--- config.mk ---
export PLATFORM = sky130hd
export DESIGN_NAME = axi_wr_arbiter_flat
export DESIGN_NICKNAME = d
export VERILOG_FILES = /design/src/rtl/axi_wr_arb_pkg.sv /design/src/rtl/axi_wr_arbiter_if.sv /design/src/rtl/axi_wr_arbiter_rr_arb2.sv /design/src/rtl/axi_wr_arbiter.sv /design/src/flat_wrapper.sv
export SDC_FILE = /design/constraint.sdc
export NUM_CORES = 1
export LEC_CHECK = 0
export CORE_AREA = 2 2 144 146
export CTS_BUF_LIST = sky130_fd_sc_hd__clkbuf_8
export DETAILED_ROUTE_END_ITERATION = 7
export DIE_AREA = 0 0 146 148
export PLACE_DENSITY = 0.63
export RECOVER_POWER = 50
export SKIP_CTS_REPAIR_TIMING = 1
export SLEW_MARGIN = 15
export SYNTH_ARGS = -nofsm -noshare
export SYNTH_HDL_FRONTEND = slang
export SYNTH_SLANG_ARGS = --single-unit
--- constraint.sdc ---
create_clock -name aclk -period 2.1 [get_ports aclk]
set_input_delay 0.315 -clock aclk [delete_from_list [all_inputs] [get_ports aclk]]
set_output_delay 0.315 -clock aclk [all_outputs]
set_load 0.005 [all_outputs]
--- src/rtl/axi_wr_arb_pkg.sv ---
// Shared state encoding and AXI constants for the two-requester AXI3 write arbiter.
package axi_wr_arb_pkg;

  typedef enum logic [1:0] {
    ST_IDLE = 2'd0,
    ST_ADDR = 2'd1,
    ST_DATA = 2'd2,
    ST_RESP = 2'd3
  } state_e;

  localparam logic [1:0] RESP_OKAY   = 2'b00;
  localparam logic [1:0] RESP_EXOKAY = 2'b01;
  localparam logic [1:0] RESP_SLVERR = 2'b10;
  localparam logic [1:0] RESP_DECERR = 2'b11;

  localparam logic [1:0] BURST_FIXED = 2'b01 ^ 2'b01;
  localparam logic [1:0] BURST_INCR  = 2'b01;
  localparam logic [1:0] BURST_WRAP  = 2'b10;

  // Bufferable + modifiable
  localparam logic [3:0] CACHE_BUF_MOD = 4'b0011;

  function automatic logic [1:0] onehot2(input logic idx);
    return idx ? 2'b10 : 2'b01;
  endfunction

endpackage

--- src/rtl/axi_wr_arbiter_if.sv ---
// AXI3 write channels (AW, W, B) between the arbiter (master) and the downstream slave.
interface axi_wr_arbiter_if #(
  parameter int ADDR_W = 32,
  parameter int DATA_W = 64
);
  logic [3:0]          awid;
  logic [ADDR_W-1:0]   awaddr;
  logic [3:0]          awlen;
  logic [2:0]          awsize;
  logic [1:0]          awburst;
  logic [1:0]          awlock;
  logic [3:0]          awcache;
  logic [2:0]          awprot;
  logic                awvalid;
  logic                awready;
  logic [DATA_W-1:0]   wdata;
  logic [DATA_W/8-1:0] wstrb;
  logic                wlast;
  logic                wvalid;
  logic                wready;
  logic [1:0]          bresp;
  logic                bvalid;
  logic                bready;

  modport master (
    output awid, awaddr, awlen, awsize, awburst, awlock, awcache, awprot, awvalid,
    input  awready,
    output wdata, wstrb, wlast, wvalid,
    input  wready,
    input  bresp, bvalid,
    output bready
  );

  modport slave (
    input  awid, awaddr, awlen, awsize, awburst, awlock, awcache, awprot, awvalid,
    output awready,
    input  wdata, wstrb, wlast, wvalid,
    output wready,
    output bresp, bvalid,
    input  bready
  );
endinterface

--- src/rtl/axi_wr_arbiter_rr_arb2.sv ---
// Two-way round-robin selector; the pointer moves past the winner only when update is high.
module rr_arb2 (
  input  logic       aclk,
  input  logic       areset,
  input  logic [1:0] req,
  input  logic       update,
  output logic [1:0] gnt
);

  // ptr_q high means requester 1 currently has priority
  logic ptr_q, ptr_d;

  always_comb begin
    gnt   = 2'b00;
    ptr_d = ptr_q;
    if (ptr_q) begin
      if (req[1])      gnt = 2'b10;
      else if (req[0]) gnt = 2'b01;
    end else begin
      if (req[0])      gnt = 2'b01;
      else if (req[1]) gnt = 2'b10;
    end
    if (update && (gnt != 2'b00)) ptr_d = gnt[0];
  end

  always_ff @(posedge aclk or posedge areset) begin
    if (areset) ptr_q <= 1'b0;
    else        ptr_q <= ptr_d;
  end

endmodule

--- src/rtl/axi_wr_arbiter.sv ---
// Round-robin AXI3 write arbiter for two burst requesters, one outstanding burst at a time.
// Optional B-response watchdog enabled by defining AXI_WR_ARB_TIMEOUT_EN.
module axi_wr_arbiter
  import axi_wr_arb_pkg::*;
#(
  parameter int ADDR_W      = 32,
  parameter int DATA_W      = 64,
  parameter int TIMEOUT_CYC = 1024
) (
  input  logic                  aclk,
  input  logic                  areset,
  input  logic [1:0]            req_valid,
  input  logic [2*ADDR_W-1:0]   req_addr,
  input  logic [2*4-1:0]        req_len,
  output logic [1:0]            req_ready,
  input  logic [2*DATA_W-1:0]   req_wdata,
  input  logic [2*DATA_W/8-1:0] req_wstrb,
  output logic [1:0]            req_wready,
  output logic [1:0]            req_done,
  output logic [1:0]            req_bresp,
  output logic [7:0]            err_cnt,
  axi_wr_arbiter_if.master      m_axi
);

  localparam int         STRB_W  = DATA_W / 8;
  localparam logic [2:0] AW_SIZE = 3'($clog2(STRB_W));

  state_e            state_q, state_d;
  logic              g_q, g_d;
  logic [ADDR_W-1:0] addr_q, addr_d;
  logic [3:0]        len_q, len_d;
  logic [7:0]        beat_q, beat_d;
  logic [1:0]        bresp_q, bresp_d;
  logic [7:0]        err_q, err_d;
  logic [1:0]        ready_q, ready_d;
  logic [1:0]        done_q, done_d;
  logic [1:0]        gnt;
  logic              grant;
  logic              wlast;

`ifdef AXI_WR_ARB_TIMEOUT_EN
  localparam int TMO_W = $clog2(TIMEOUT_CYC + 1);
  logic [TMO_W-1:0] tmo_q, tmo_d;
`endif

  function automatic logic [7:0] sat_inc8(input logic [7:0] v);
    return (v == 8'hFF) ? v : v + 8'd1;
  endfunction

  assign grant = (state_q == ST_IDLE) && (req_valid != 2'b00);

  rr_arb2 u_rr (
    .aclk   (aclk),
    .areset (areset),
    .req    (req_valid),
    .update (grant),
    .gnt    (gnt)
  );

  assign wlast = (state_q == ST_DATA) && (beat_q == {4'b0000, len_q});

  always_comb begin
    state_d = state_q;
    g_d     = g_q;
    addr_d  = addr_q;
    len_d   = len_q;
    beat_d  = beat_q;
    bresp_d = bresp_q;
    err_d   = err_q;
    ready_d = 2'b00;
    done_d  = 2'b00;
`ifdef AXI_WR_ARB_TIMEOUT_EN
    tmo_d   = '0;
`endif
    unique case (state_q)
      ST_IDLE: begin
        if (grant) begin
          g_d     = gnt[1];
          addr_d  = gnt[1] ? req_addr[2*ADDR_W-1:ADDR_W] : req_addr[ADDR_W-1:0];
          len_d   = gnt[1] ? req_len[7:4] : req_len[3:0];
          beat_d  = 8'd0;
          ready_d = gnt;
          state_d = ST_ADDR;
        end
      end
      ST_ADDR: begin
        if (m_axi.awready) state_d = ST_DATA;
      end
      ST_DATA: begin
        if (m_axi.wready) begin
          beat_d = beat_q + 8'd1;
          if (wlast) begin
            beat_d  = 8'd0;
            state_d = ST_RESP;
          end
        end
      end
      ST_RESP: begin
        if (m_axi.bvalid) begin
          bresp_d = m_axi.bresp;
          done_d  = onehot2(g_q);
          if (m_axi.bresp != RESP_OKAY) err_d = sat_inc8(err_q);
          state_d = ST_IDLE;
        end
`ifdef AXI_WR_ARB_TIMEOUT_EN
        // Watchdog: give up on a missing B response and report it as a slave error
        else if (tmo_q == TMO_W'(TIMEOUT_CYC - 1)) begin
          bresp_d = RESP_SLVERR;
          done_d  = onehot2(g_q);
          err_d   = sat_inc8(err_q);
          state_d = ST_IDLE;
        end else begin
          tmo_d = tmo_q + 1'b1;
        end
`endif
      end
      default: state_d = ST_IDLE;
    endcase
  end

  always_ff @(posedge aclk or posedge areset) begin
    if (areset) state_q <= ST_IDLE;
    else        state_q <= state_d;
  end

  always_ff @(posedge aclk or posedge areset) begin
    if (areset) begin
      g_q     <= 1'b0;
      addr_q  <= '0;
      len_q   <= '0;
      beat_q  <= '0;
      bresp_q <= '0;
      err_q   <= '0;
      ready_q <= '0;
      done_q  <= '0;
`ifdef AXI_WR_ARB_TIMEOUT_EN
      tmo_q   <= '0;
`endif
    end else begin
      g_q     <= g_d;
      addr_q  <= addr_d;
      len_q   <= len_d;
      beat_q  <= beat_d;
      bresp_q <= bresp_d;
      err_q   <= err_d;
      ready_q <= ready_d;
      done_q  <= done_d;
`ifdef AXI_WR_ARB_TIMEOUT_EN
      tmo_q   <= tmo_d;
`endif
    end
  end

  assign m_axi.awid    = 4'd0;
  assign m_axi.awaddr  = addr_q;
  assign m_axi.awlen   = len_q;
  assign m_axi.awsize  = AW_SIZE;
  assign m_axi.awburst = BURST_INCR;
  assign m_axi.awlock  = 2'b00;
  assign m_axi.awcache = CACHE_BUF_MOD;
  assign m_axi.awprot  = 3'd0;
  assign m_axi.awvalid = (state_q == ST_ADDR);

  assign m_axi.wvalid = (state_q == ST_DATA);
  assign m_axi.wlast  = wlast;
  assign m_axi.wdata  = g_q ? req_wdata[2*DATA_W-1:DATA_W] : req_wdata[DATA_W-1:0];
  assign m_axi.wstrb  = g_q ? req_wstrb[2*STRB_W-1:STRB_W] : req_wstrb[STRB_W-1:0];
  assign m_axi.bready = (state_q == ST_RESP);

  assign req_wready = ((state_q == ST_DATA) && m_axi.wready) ? onehot2(g_q) : 2'b00;
  assign req_ready  = ready_q;
  assign req_done   = done_q;
  assign req_bresp  = bresp_q;
  assign err_cnt    = err_q;

endmodule

--- src/flat_wrapper.sv ---
// flat-port wrapper written by rule: the top's interface ports become plain ports
module axi_wr_arbiter_flat import axi_wr_arb_pkg::*;
#(
  parameter int ADDR_W      = 32,
  parameter int DATA_W      = 64,
  parameter int TIMEOUT_CYC = 1024
)
  (aclk, areset, req_valid, req_addr, req_len, req_ready, req_wdata, req_wstrb, req_wready, req_done, req_bresp, err_cnt, m_axi_awid, m_axi_awaddr, m_axi_awlen, m_axi_awsize, m_axi_awburst, m_axi_awlock, m_axi_awcache, m_axi_awprot, m_axi_awvalid, m_axi_awready, m_axi_wdata, m_axi_wstrb, m_axi_wlast, m_axi_wvalid, m_axi_wready, m_axi_bresp, m_axi_bvalid, m_axi_bready);
  axi_wr_arbiter_if #(.ADDR_W(ADDR_W), .DATA_W(DATA_W)) m_axi_i ();
  input  logic aclk;
  input  logic areset;
  input  logic [1:0] req_valid;
  input  logic [2*ADDR_W-1:0] req_addr;
  input  logic [2*4-1:0] req_len;
  output logic [1:0] req_ready;
  input  logic [2*DATA_W-1:0] req_wdata;
  input  logic [2*DATA_W/8-1:0] req_wstrb;
  output logic [1:0] req_wready;
  output logic [1:0] req_done;
  output logic [1:0] req_bresp;
  output logic [7:0] err_cnt;
  output wire logic [$bits(m_axi_i.awid)-1:0] m_axi_awid;
  output wire logic [$bits(m_axi_i.awaddr)-1:0] m_axi_awaddr;
  output wire logic [$bits(m_axi_i.awlen)-1:0] m_axi_awlen;
  output wire logic [$bits(m_axi_i.awsize)-1:0] m_axi_awsize;
  output wire logic [$bits(m_axi_i.awburst)-1:0] m_axi_awburst;
  output wire logic [$bits(m_axi_i.awlock)-1:0] m_axi_awlock;
  output wire logic [$bits(m_axi_i.awcache)-1:0] m_axi_awcache;
  output wire logic [$bits(m_axi_i.awprot)-1:0] m_axi_awprot;
  output wire logic [$bits(m_axi_i.awvalid)-1:0] m_axi_awvalid;
  input wire logic [$bits(m_axi_i.awready)-1:0] m_axi_awready;
  output wire logic [$bits(m_axi_i.wdata)-1:0] m_axi_wdata;
  output wire logic [$bits(m_axi_i.wstrb)-1:0] m_axi_wstrb;
  output wire logic [$bits(m_axi_i.wlast)-1:0] m_axi_wlast;
  output wire logic [$bits(m_axi_i.wvalid)-1:0] m_axi_wvalid;
  input wire logic [$bits(m_axi_i.wready)-1:0] m_axi_wready;
  input wire logic [$bits(m_axi_i.bresp)-1:0] m_axi_bresp;
  input wire logic [$bits(m_axi_i.bvalid)-1:0] m_axi_bvalid;
  output wire logic [$bits(m_axi_i.bready)-1:0] m_axi_bready;
  assign m_axi_awid = m_axi_i.awid;
  assign m_axi_awaddr = m_axi_i.awaddr;
  assign m_axi_awlen = m_axi_i.awlen;
  assign m_axi_awsize = m_axi_i.awsize;
  assign m_axi_awburst = m_axi_i.awburst;
  assign m_axi_awlock = m_axi_i.awlock;
  assign m_axi_awcache = m_axi_i.awcache;
  assign m_axi_awprot = m_axi_i.awprot;
  assign m_axi_awvalid = m_axi_i.awvalid;
  assign m_axi_i.awready = m_axi_awready;
  assign m_axi_wdata = m_axi_i.wdata;
  assign m_axi_wstrb = m_axi_i.wstrb;
  assign m_axi_wlast = m_axi_i.wlast;
  assign m_axi_wvalid = m_axi_i.wvalid;
  assign m_axi_i.wready = m_axi_wready;
  assign m_axi_i.bresp = m_axi_bresp;
  assign m_axi_i.bvalid = m_axi_bvalid;
  assign m_axi_bready = m_axi_i.bready;
  axi_wr_arbiter #(.ADDR_W(ADDR_W), .DATA_W(DATA_W), .TIMEOUT_CYC(TIMEOUT_CYC)) u_core (.aclk(aclk), .areset(areset), .req_valid(req_valid), .req_addr(req_addr), .req_len(req_len), .req_ready(req_ready), .req_wdata(req_wdata), .req_wstrb(req_wstrb), .req_wready(req_wready), .req_done(req_done), .req_bresp(req_bresp), .err_cnt(err_cnt), .m_axi(m_axi_i));
endmodule
==> flow_summary.toml, run 1 <==
[outcome]
outcome = "complete, but fails checks"
violations = "max-capacitance violations, max-slew violations, negative setup slack"

[synth]
ys_seq_elements = 62
ys_seq_area_share_pct = 39.24
syn_area_mm2 = 0.003954
synth-edff-count = 0
synthArstFlopShare_pct = 100.0
synth_cells = 383
yosys_warnings = 0
syn_avg_cell_area_um2 = 10.32
synthFlopType = "dfrtp_1"
yosys.cell_types.count = 36

[clock_tree]
cts_htree_levels = 3
clk_path_buf_depth = 2
clk_pin_slew_ns = 0.09
cts_buffers = 9
clkLatencyLatePin_ns = 0.35
cts_tree = "yes"
cts.sinks = 62
root_buffer = "clkbuf_8"

[job]
max-cap-violations = 1

[min_path]
hold_class = "register to register"

[place]
gp_congestion = 0.7729
dp_hpwl_um = 14760
portBuffers = 352
dpl.cell_count = 1000

[grt]
antenna_found_initial = 3
grt_pass1_wl_um = 25840
grt_max_degree = 63
globalRouteOverflowTotal = 0
grt_pass1_vias = 4322
grt.total_usage_pct = 15.86

[timing]
holdWs_ns = 0.4791
hold_viol_final = 0
clock_skew_ns = 0.01431
layout_setup_ws_ns = -0.1792
tightestPinTransition_ns = 1.511
period_needed_ns = 2.279
finalSetupViolations = 52
finalCritPeriodShare_pct = 108.5
rsz0062_at_grt = "yes"
max-slew-margin-rel_pct = -0.7250
slew_viol_final = 62
finalSetupTns_ns = -6.692
fmax_mhz = 438.7

[setup_path]
r2r_cells = 8
r2r_start = "u_core.state_q[0]$_DFFE_PP0P_"
max_stage_delay_ns = 0.49
r2r_end = "u_core.err_cnt[5]$_DFFE_PP0P_"
setup.worst_path.start_class = "register"
crit_start = "u_core.g_q$_DFFE_PP0P_"
end_kind = "primary output"
crit_chain = "buf_12 > buf_12 > mux2_2 > clkdlybuf4s50_1"
crit_arrival_ns = 1.96
crit_type = "register to primary output"
critPathSlowestCell = "clkdlybuf4s50_1"
cpMostUsedCell = "buf_12"
worstSetupEndpoint = "m_axi_wdata[61]"
critical_path_required_ns = 1.78
ff2ff_setup_slack_ns = 0.29
crit_fanout = 28

[cells_and_area]
areaGrowthSynthToFinish_pct = 108.1
final_layout_size_suffix_gt1_share_pct = 17.29
nNetsFinal = 979
final_core_util_pct = 41.07
final-instance-count-excl-fill = 1023

[floorplanning]
rows = 52
dieArea_mm2 = 0.02161
die_y_um = 148
core_area_mm2 = 0.02004
ios = 371
fp.dieW_um = 146
start_util_pct = 19.73

[detailed_routing]
vias_per_cell = 4.062
drt_first_iter_violations = 114
drc = 0
ant_nets = 0
vias = 4155
wl_per_cell_um = 17.40
wl_um = 17800
firstDrtPassIters = 6

[power_and_ir_drop]
p_leak_nw = 3.744
p_total_mw = 7.976
peakVddDrop_uv = 352.4
powerDensity_mw_per_mm2 = 969.2
-- through the flow --
stage,worst slack [ns],cell area (um^2)
global route,-0.2422,8229
detailed placement,-0.01315,7910
global placement,-0.06487,7910
floorplan,0.2436,4014
CTS,-0.4016,8098
finish,-0.1792,8229
-- flip-flops by register name, indices dropped and copies added, names as in the netlist --
signal and cells:
u_core.m_axi.awaddr 32, u_core.beat_q 8, u_core.err_cnt 8, u_core.m_axi.awlen 4, u_core.req_bresp 2, u_core.req_done 2, u_core.req_ready 2, u_core.state_q 2
u_core.g_q 1, u_core.u_rr.ptr_q 1
-- critical path: cells and delay by family (launching register included) --
| family | cells | cell delay [ns] |
|---|---|---|
| buf+inv | 3 | 0.81 |
| mux | 1 | 0.36 |
| flops | 1 | 0.43 |
-- cells in the final DEF, fill, tap and decap left out, types with 2 or more instances in the layout --
cell type,Yosys,routed
a21o_1,3,3
a22oi_1,2,2
and3_1,2,2
buf_12,0,8
buf_2,7,2
buf_4,21,13
clkbuf_8,0,9
clkdlybuf4s50_1,0,306
clkinv_2,0,2
clkinvlp_4,0,2
conb_1,2,18
dfrtp_1,62,61
dlygate4sd3_1,0,23
dlymetal6s2s_1,0,23
ha_1,6,5
inv_1,8,6
mux2_2,75,75
mux2i_1,36,36
nand2_1,45,45
nand3_1,6,6
nand4_1,4,4
nor2_1,16,16
nor3_1,4,4
o21ai_0,32,32
o21ai_1,8,7
xnor2_1,4,4
xor2_1,13,13
-- per-layer routing --
metal,share of wire (%),up-vias,routed length (um),track usage (%)
li1,-,2029,-,-
met1,42,1887,7396,19.92
met2,48,219,8518,25.83
met3,9.0,16,1607,5.957
met4,1.4,4,254,3.932
met5,0.12,-,21,0
-- cell families after synthesis --
| family | Yosys count | share of synthesized area (%) |
|---|---|---|
| xor gates and xnor gates | 17 | 3.766 |
| DFF | 62 | 39.24 |
| AOI/OAI and AO/OA | 48 | 6.962 |
| buffers and inverters | 49 | 6.867 |
| adders and majority gates | 6 | 1.899 |
| muxes | 112 | 30.85 |
| and+or+nand+nor | 87 | 10.22 |
| other | 2 | 0.1899 |
-- cell usage after synthesis (all sizes together), types with 2 or more instances --
| library cell | n | share of area (%) |
|---|---|---|
| xor2 | 13 | 2.9 |
| and3 | 3 | 0.51 |
| nand2 | 45 | 4.3 |
| mux2 | 76 | 22 |
| nand4 | 4 | 0.63 |
| nor2 | 16 | 1.5 |
| dfrtp | 62 | 39 |
| a21o | 3 | 0.57 |
| mux2i | 36 | 9.1 |
| inv | 8 | 0.76 |
| buf | 32 | 5.3 |
| ha | 6 | 1.9 |
| nor3 | 5 | 0.76 |
| conb | 2 | 0.19 |
| clkbuf | 9 | 0.85 |
| a22oi | 2 | 0.38 |
| xnor2 | 4 | 0.89 |
| nand3 | 7 | 1.0 |
| and4 | 2 | 0.47 |
| o21ai | 41 | 5.3 |
-- worst min path at each step --
stage	cells past startpoint	slack [ns]	startpoint	end
floorplan	1	0.42	req_valid[1]	u_core.req_ready[0]$_DFF_PP0_
CTS	3	0.37	areset	u_core.req_bresp[1]$_DFFE_PP0P_
detailed placement	2	0.47	u_core.m_axi.awaddr[8]$_DFFE_PP0P_	u_core.m_axi.awaddr[8]$_DFFE_PP0P_
global placement	2	0.46	u_core.m_axi.awaddr[2]$_DFFE_PP0P_	u_core.m_axi.awaddr[2]$_DFFE_PP0P_
finish	2	0.48	u_core.m_axi.awaddr[29]$_DFFE_PP0P_	u_core.m_axi.awaddr[29]$_DFFE_PP0P_
global route	2	0.50	u_core.m_axi.awaddr[30]$_DFFE_PP0P_	u_core.m_axi.awaddr[30]$_DFFE_PP0P_
-- final cells by class --
type                    count  area, um^2
diodes                      1       2.502
clock buffers               9       123.9
clock inverters             6       63.81
fillers                  1977       11810
inverters                   8       30.03
multi-input cells         288        2226
flip-flops and latches     62        1555
well taps                 270       337.8
repair buffers            379        3890
-- power by group --
group          internal [mW]  total [mW]  switching, mW
Sequential              1.66        1.97          0.309
Clock                  0.539        1.08          0.536
Combinational           3.01        4.93           1.92
(Power assumes the default switching activity.)
==> run 2, diff against run 1 <==
==> constraint.sdc (replaced) <==
create_clock -name aclk -period 2.1 [get_ports aclk]
set_input_delay 0.525 -clock aclk [delete_from_list [all_inputs] [get_ports aclk]]
set_output_delay 0.525 -clock aclk [all_outputs]
set_load 0.005 [all_outputs]
==> run 2 against run 1 <==
Compared with the run above:
- the run ends with negative setup slack left
- power rose by 6.9%
- flip-flop and latch count did not move
- via count rose by 3.0%
- global-route usage rose by 0.12 points
- first-iteration DRC count fell by 34%
- clock skew fell by 0.0025 ns
- critical path depth rose by 1
- critical endpoint is now m_axi_wdata[14]
- final area rose by 2.2%
==> flow_summary.toml, run 2 (synthesized netlist as in run 1, its figures left out) <==
[outcome]
outcome = "complete, but fails checks"
violations = "negative setup slack"

[setup_path]
crit_arrival_ns = 1.71
ff2ff_setup_slack_ns = 0.07
r2r_end = "u_core.beat_q[3]$_DFFE_PP0P_"
crit_type = "register to primary output"
end_kind = "primary output"
worstSetupEndpoint = "m_axi_wdata[14]"
critical_path_required_ns = 1.57
r2r_cells = 9
r2r_start = "u_core.state_q[0]$_DFFE_PP0P_"
setup.worst_path.start_class = "register"
crit_start = "u_core.g_q$_DFFE_PP0P_"
crit_fanout = 5

[floorplanning]
core_area_mm2 = 0.02004
die_y_um = 148
fp.dieW_um = 146
ios = 371
start_util_pct = 19.73
dieArea_mm2 = 0.02161
rows = 52

[clock_tree]
clkLatencyLatePin_ns = 0.36
cts_buffers = 9
cts.sinks = 62
clk_path_buf_depth = 2
cts_tree = "yes"
clk_pin_slew_ns = 0.08
cts_htree_levels = 3
root_buffer = "clkbuf_8"

[timing]
layout_setup_ws_ns = -0.1400
fmax_mhz = 446.4
rsz0062_at_grt = "yes"
max-slew-margin-rel_pct = 41.56
tightestPinTransition_ns = 0.8766
slew_viol_final = 0
finalSetupViolations = 56
clock_skew_ns = 0.01177
period_needed_ns = 2.240
finalSetupTns_ns = -3.994
hold_viol_final = 0
finalCritPeriodShare_pct = 106.7

[grt]
grt_pass1_vias = 4385
grt_max_degree = 63
grt_pass1_wl_um = 26020
grt.total_usage_pct = 15.98
globalRouteOverflowTotal = 0
antenna_found_initial = 1

[power_and_ir_drop]
powerDensity_mw_per_mm2 = 1014
p_total_mw = 8.529
peakVddDrop_uv = 396.2
p_leak_nw = 3.869

[detailed_routing]
wl_per_cell_um = 17.59
wl_um = 18580
drt_first_iter_violations = 75
vias = 4278
drc = 0
vias_per_cell = 4.051
firstDrtPassIters = 4
ant_nets = 0

[cells_and_area]
final_layout_size_suffix_gt1_share_pct = 30.79
final_core_util_pct = 41.97
largest_register_ffs = 32
areaGrowthSynthToFinish_pct = 112.7
layout_commonest_cell = "clkdlybuf4s50_1"
nNetsFinal = 1012
num_antenna_cells = 0
fin_area_mm2 = 0.008411
fillCellCount = 2037
final_cell_mix = "clkdlybuf4s50_1, mux2_2, dfrtp_1"
seq_area_mm2 = 0.001556
multi_input_area_mm2 = 0.002282

[min_path]
hold_class = "register to register"

[place]
portBuffers = 352
place_area_mm2 = 0.008073
dp_hpwl_um = 14880
dp_slack_ns = -0.2029
gp_congestion = 0.7481

[job]
max-cap-violations = 0
run 2: stage by stage:
step                      hold slack [ns]  std cells
after floorplan                    0.4660        399
after global routing               0.5193       1056
after detailed placement           0.4712       1022
after CTS                          0.4895       1038
after global placement             0.4597       1022
final                              0.4801       1056
run 2: critical path, cell delays in order (launching register included):
cell	delay, ns
dfrtp_4	0.51
buf_12	0.15
buf_6	0.12
clkbuf_16	0.15
mux2_4	0.30
buf_6	0.12
run 2: layer usage:
| layer | vias up | part of all wire (%) | track usage (%) |
|---|---|---|---|
| met3 | 10 | 8.3 | 6.080 |
| met5 | - | 0 | 0 |
| li1 | 2094 | - | - |
| met4 | 0 | 0.86 | 3.592 |
| met1 | 1967 | 41 | 19.14 |
| met2 | 207 | 50 | 27.29 |
run 2: cell type report:
| cell class | instances | share of cell area, % |
|---|---|---|
| Timing Repair Buffer | 412 | 47.72 |
| Sequential cell | 62 | 18.51 |
| Clock buffer | 9 | 1.473 |
| Multi-Input combinational cell | 288 | 27.13 |
| Inverter | 8 | 0.3570 |
| Clock inverter | 7 | 0.7885 |
| Tap cell | 270 | 4.017 |
run 2: worst min-delay path by stage:
stage | end | start | cells past startpoint | slack [ns]
global route | u_core.m_axi.awaddr[17]$_DFFE_PP0P_ | u_core.m_axi.awaddr[17]$_DFFE_PP0P_ | 2 | 0.52
CTS | u_core.m_axi.awaddr[30]$_DFFE_PP0P_ | u_core.m_axi.awaddr[30]$_DFFE_PP0P_ | 2 | 0.49
detailed placement | u_core.m_axi.awaddr[30]$_DFFE_PP0P_ | u_core.m_axi.awaddr[30]$_DFFE_PP0P_ | 2 | 0.47
global placement | u_core.m_axi.awaddr[2]$_DFFE_PP0P_ | u_core.m_axi.awaddr[2]$_DFFE_PP0P_ | 2 | 0.46
finish | u_core.m_axi.awaddr[30]$_DFFE_PP0P_ | u_core.m_axi.awaddr[30]$_DFFE_PP0P_ | 2 | 0.48
floorplan | u_core.req_ready[0]$_DFF_PP0_ | u_core.u_rr.ptr_q$_DFFE_PP0P_ | 1 | 0.47
run 2: power by group:
part	internal, mW	switching, mW	total, mW
clock network	0.541	0.509	1.05
registers	1.67	0.326	1.99
logic	3.34	2.14	5.48
total	5.55	2.98	8.53
==> run 3, diff against run 2 <==
- SKIP_LAST_GASP: unset -> 1
==> run 3 against run 2 <==
Compared with the run above:
- the flow still finishes with violations (negative setup slack)
- largest cell class unchanged
- worst setup slack barely moved
- combinational power about the same
- power down 0.12%
- sequential power is essentially flat
- count of clock-buffer cells in the layout unchanged
- critical path type unchanged
- clock skew shrank 0.00052 ns
- core utilization rose by 0.050 points
- non-clock buffer count is the same
- worst hold slack did not move
- die area is the same
- final area is 0.12% higher
==> flow_summary.toml, run 3 (synthesized netlist as in run 1, its figures left out) <==
[timing]
layout_setup_ws_ns = -0.1404
slew_viol_final = 0
finalSetupViolations = 57
fmax_mhz = 446.3
period_needed_ns = 2.240
rsz0062_at_grt = "yes"
tightestPinTransition_ns = 0.8766
clock_skew_ns = 0.01125
max-slew-margin-rel_pct = 41.56
finalCritPeriodShare_pct = 106.7
hold_viol_final = 0

[place]
dp_hpwl_um = 14880
gp_congestion = 0.7481
dp_slack_ns = -0.2029
portBuffers = 352

[clock_tree]
cts_htree_levels = 3
root_buffer = "clkbuf_8"
clk_pin_slew_ns = 0.08
cts_tree = "yes"
clkLatencyLatePin_ns = 0.36
cts.sinks = 62
clk_path_buf_depth = 2
cts_buffers = 9

[setup_path]
end_kind = "primary output"
r2r_start = "u_core.state_q[0]$_DFFE_PP0P_"
ff2ff_setup_slack_ns = 0.05
critical_path_required_ns = 1.57
crit_arrival_ns = 1.72
r2r_cells = 8
r2r_end = "u_core.beat_q[5]$_DFFE_PP0P_"
setup.worst_path.start_class = "register"
crit_type = "register to primary output"
crit_fanout = 5

[detailed_routing]
vias_per_cell = 4.051
drt_first_iter_violations = 76
firstDrtPassIters = 4
wl_um = 18550
ant_nets = 0
drc = 0
wl_per_cell_um = 17.57
vias = 4278

[grt]
gr-max-usage-layer = "met2"
grt.total_usage_pct = 15.98
grt_pass1_vias = 4385
antenna_found_initial = 1
use_met3_pct = 6.080
grt_max_degree = 63
grtUsageMet1_pct = 19.14
grt_pass1_wl_um = 26020
grt_use_met2_pct = 27.29
globalRouteOverflowTotal = 0

[power_and_ir_drop]
p_leak_nw = 3.900
peakVddDrop_uv = 396.4
powerDensity_mw_per_mm2 = 1012

[min_path]
hold_class = "register to register"
min_from = "u_core.m_axi.awaddr[30]$_DFFE_PP0P_"
hold_path_depth = 2
holdPathEnd = "u_core.m_axi.awaddr[30]$_DFFE_PP0P_"

[floorplanning]
ios = 371
start_util_pct = 19.73
die_y_um = 148
core_area_mm2 = 0.02004
fp.dieW_um = 146
dieArea_mm2 = 0.02161
rows = 52

[job]
max-cap-violations = 0

[cells_and_area]
largest_register_ffs = 32
num_antenna_cells = 0
final_cell_mix = "clkdlybuf4s50_1, mux2_2, dfrtp_1"
nNetsFinal = 1012
final_layout_size_suffix_gt1_share_pct = 30.41
final_core_util_pct = 42.02
layout_commonest_cell = "clkdlybuf4s50_1"
areaGrowthSynthToFinish_pct = 113.0

[outcome]
outcome = "complete, but fails checks"
violations = "negative setup slack"
==> run 3: routing by layer <==
| layer | vias up | part of all wire [%] |
|---|---|---|
| met5 | - | 0 |
| met4 | 0 | 0.86 |
| met3 | 10 | 8.3 |
| met2 | 207 | 50 |
| met1 | 1968 | 41 |
| li1 | 2093 | - |
==> run 3: final cells by class <==
type / instances / area, um^2
clock buffers: 9 / 123.9
inverters: 8 / 30.03
well taps: 270 / 337.8
repair buffers: 412 / 4025
multi-input cells: 288 / 2281
clock inverters: 7 / 66.31
flip-flops and latches: 62 / 1556
fillers: 2037 / 11620
==> run 3: worst max path at each step <==
stage | startpoint | to | slack [ns] | cells after the start
6_report | u_core.g_q$_DFFE_PP0P_ | m_axi_wdata[14] | -0.14 | 5
5_1_grt | u_core.g_q$_DFFE_PP0P_ | m_axi_wdata[14] | -0.20 | 5
4_1_cts | u_core.beat_q[4]$_DFFE_PP0P_ | m_axi_wlast | -0.51 | 4
3_5_place_dp | req_wstrb[0] | m_axi_wstrb[0] | -0.20 | 3
3_3_place_gp | req_wstrb[0] | m_axi_wstrb[0] | -0.21 | 3
2_1_floorplan | areset | u_core.beat_q[0]$_DFFE_PP0P_ | 0.03 | 1
==> run 3: stage by stage <==
stage / instances / area (um^2) / power, mW / TNS (ns) / hold slack [ns]
6_report: 1056 / 8421 / 8.518 / -4.023 / 0.4801
5_1_grt: 1056 / 8421 / 9.171 / -9.100 / 0.5193
4_1_cts: 1038 / 8263 / 8.160 / -29.42 / 0.4895
3_5_place_dp: 1022 / 8073 / 7.036 / -7.351 / 0.4712
3_3_place_gp: 1022 / 8073 / 7.001 / -6.976 / 0.4597
2_1_floorplan: 399 / 4014 / 4.012 / 0 / 0.4660
==> run 3: critical path: stages, from the launching register on <==
cell,delay [ns]
dfrtp_4,0.51
buf_12,0.15
buf_6,0.12
clkbuf_16,0.15
mux2_4,0.30
buf_6,0.12
==> run 3: report_power, final <==
group          total [mW]  internal, mW  switching, mW
logic                5.48          3.34           2.14
registers            1.99          1.67          0.323
clock network        1.05         0.541          0.510
total                8.52          5.54           2.97
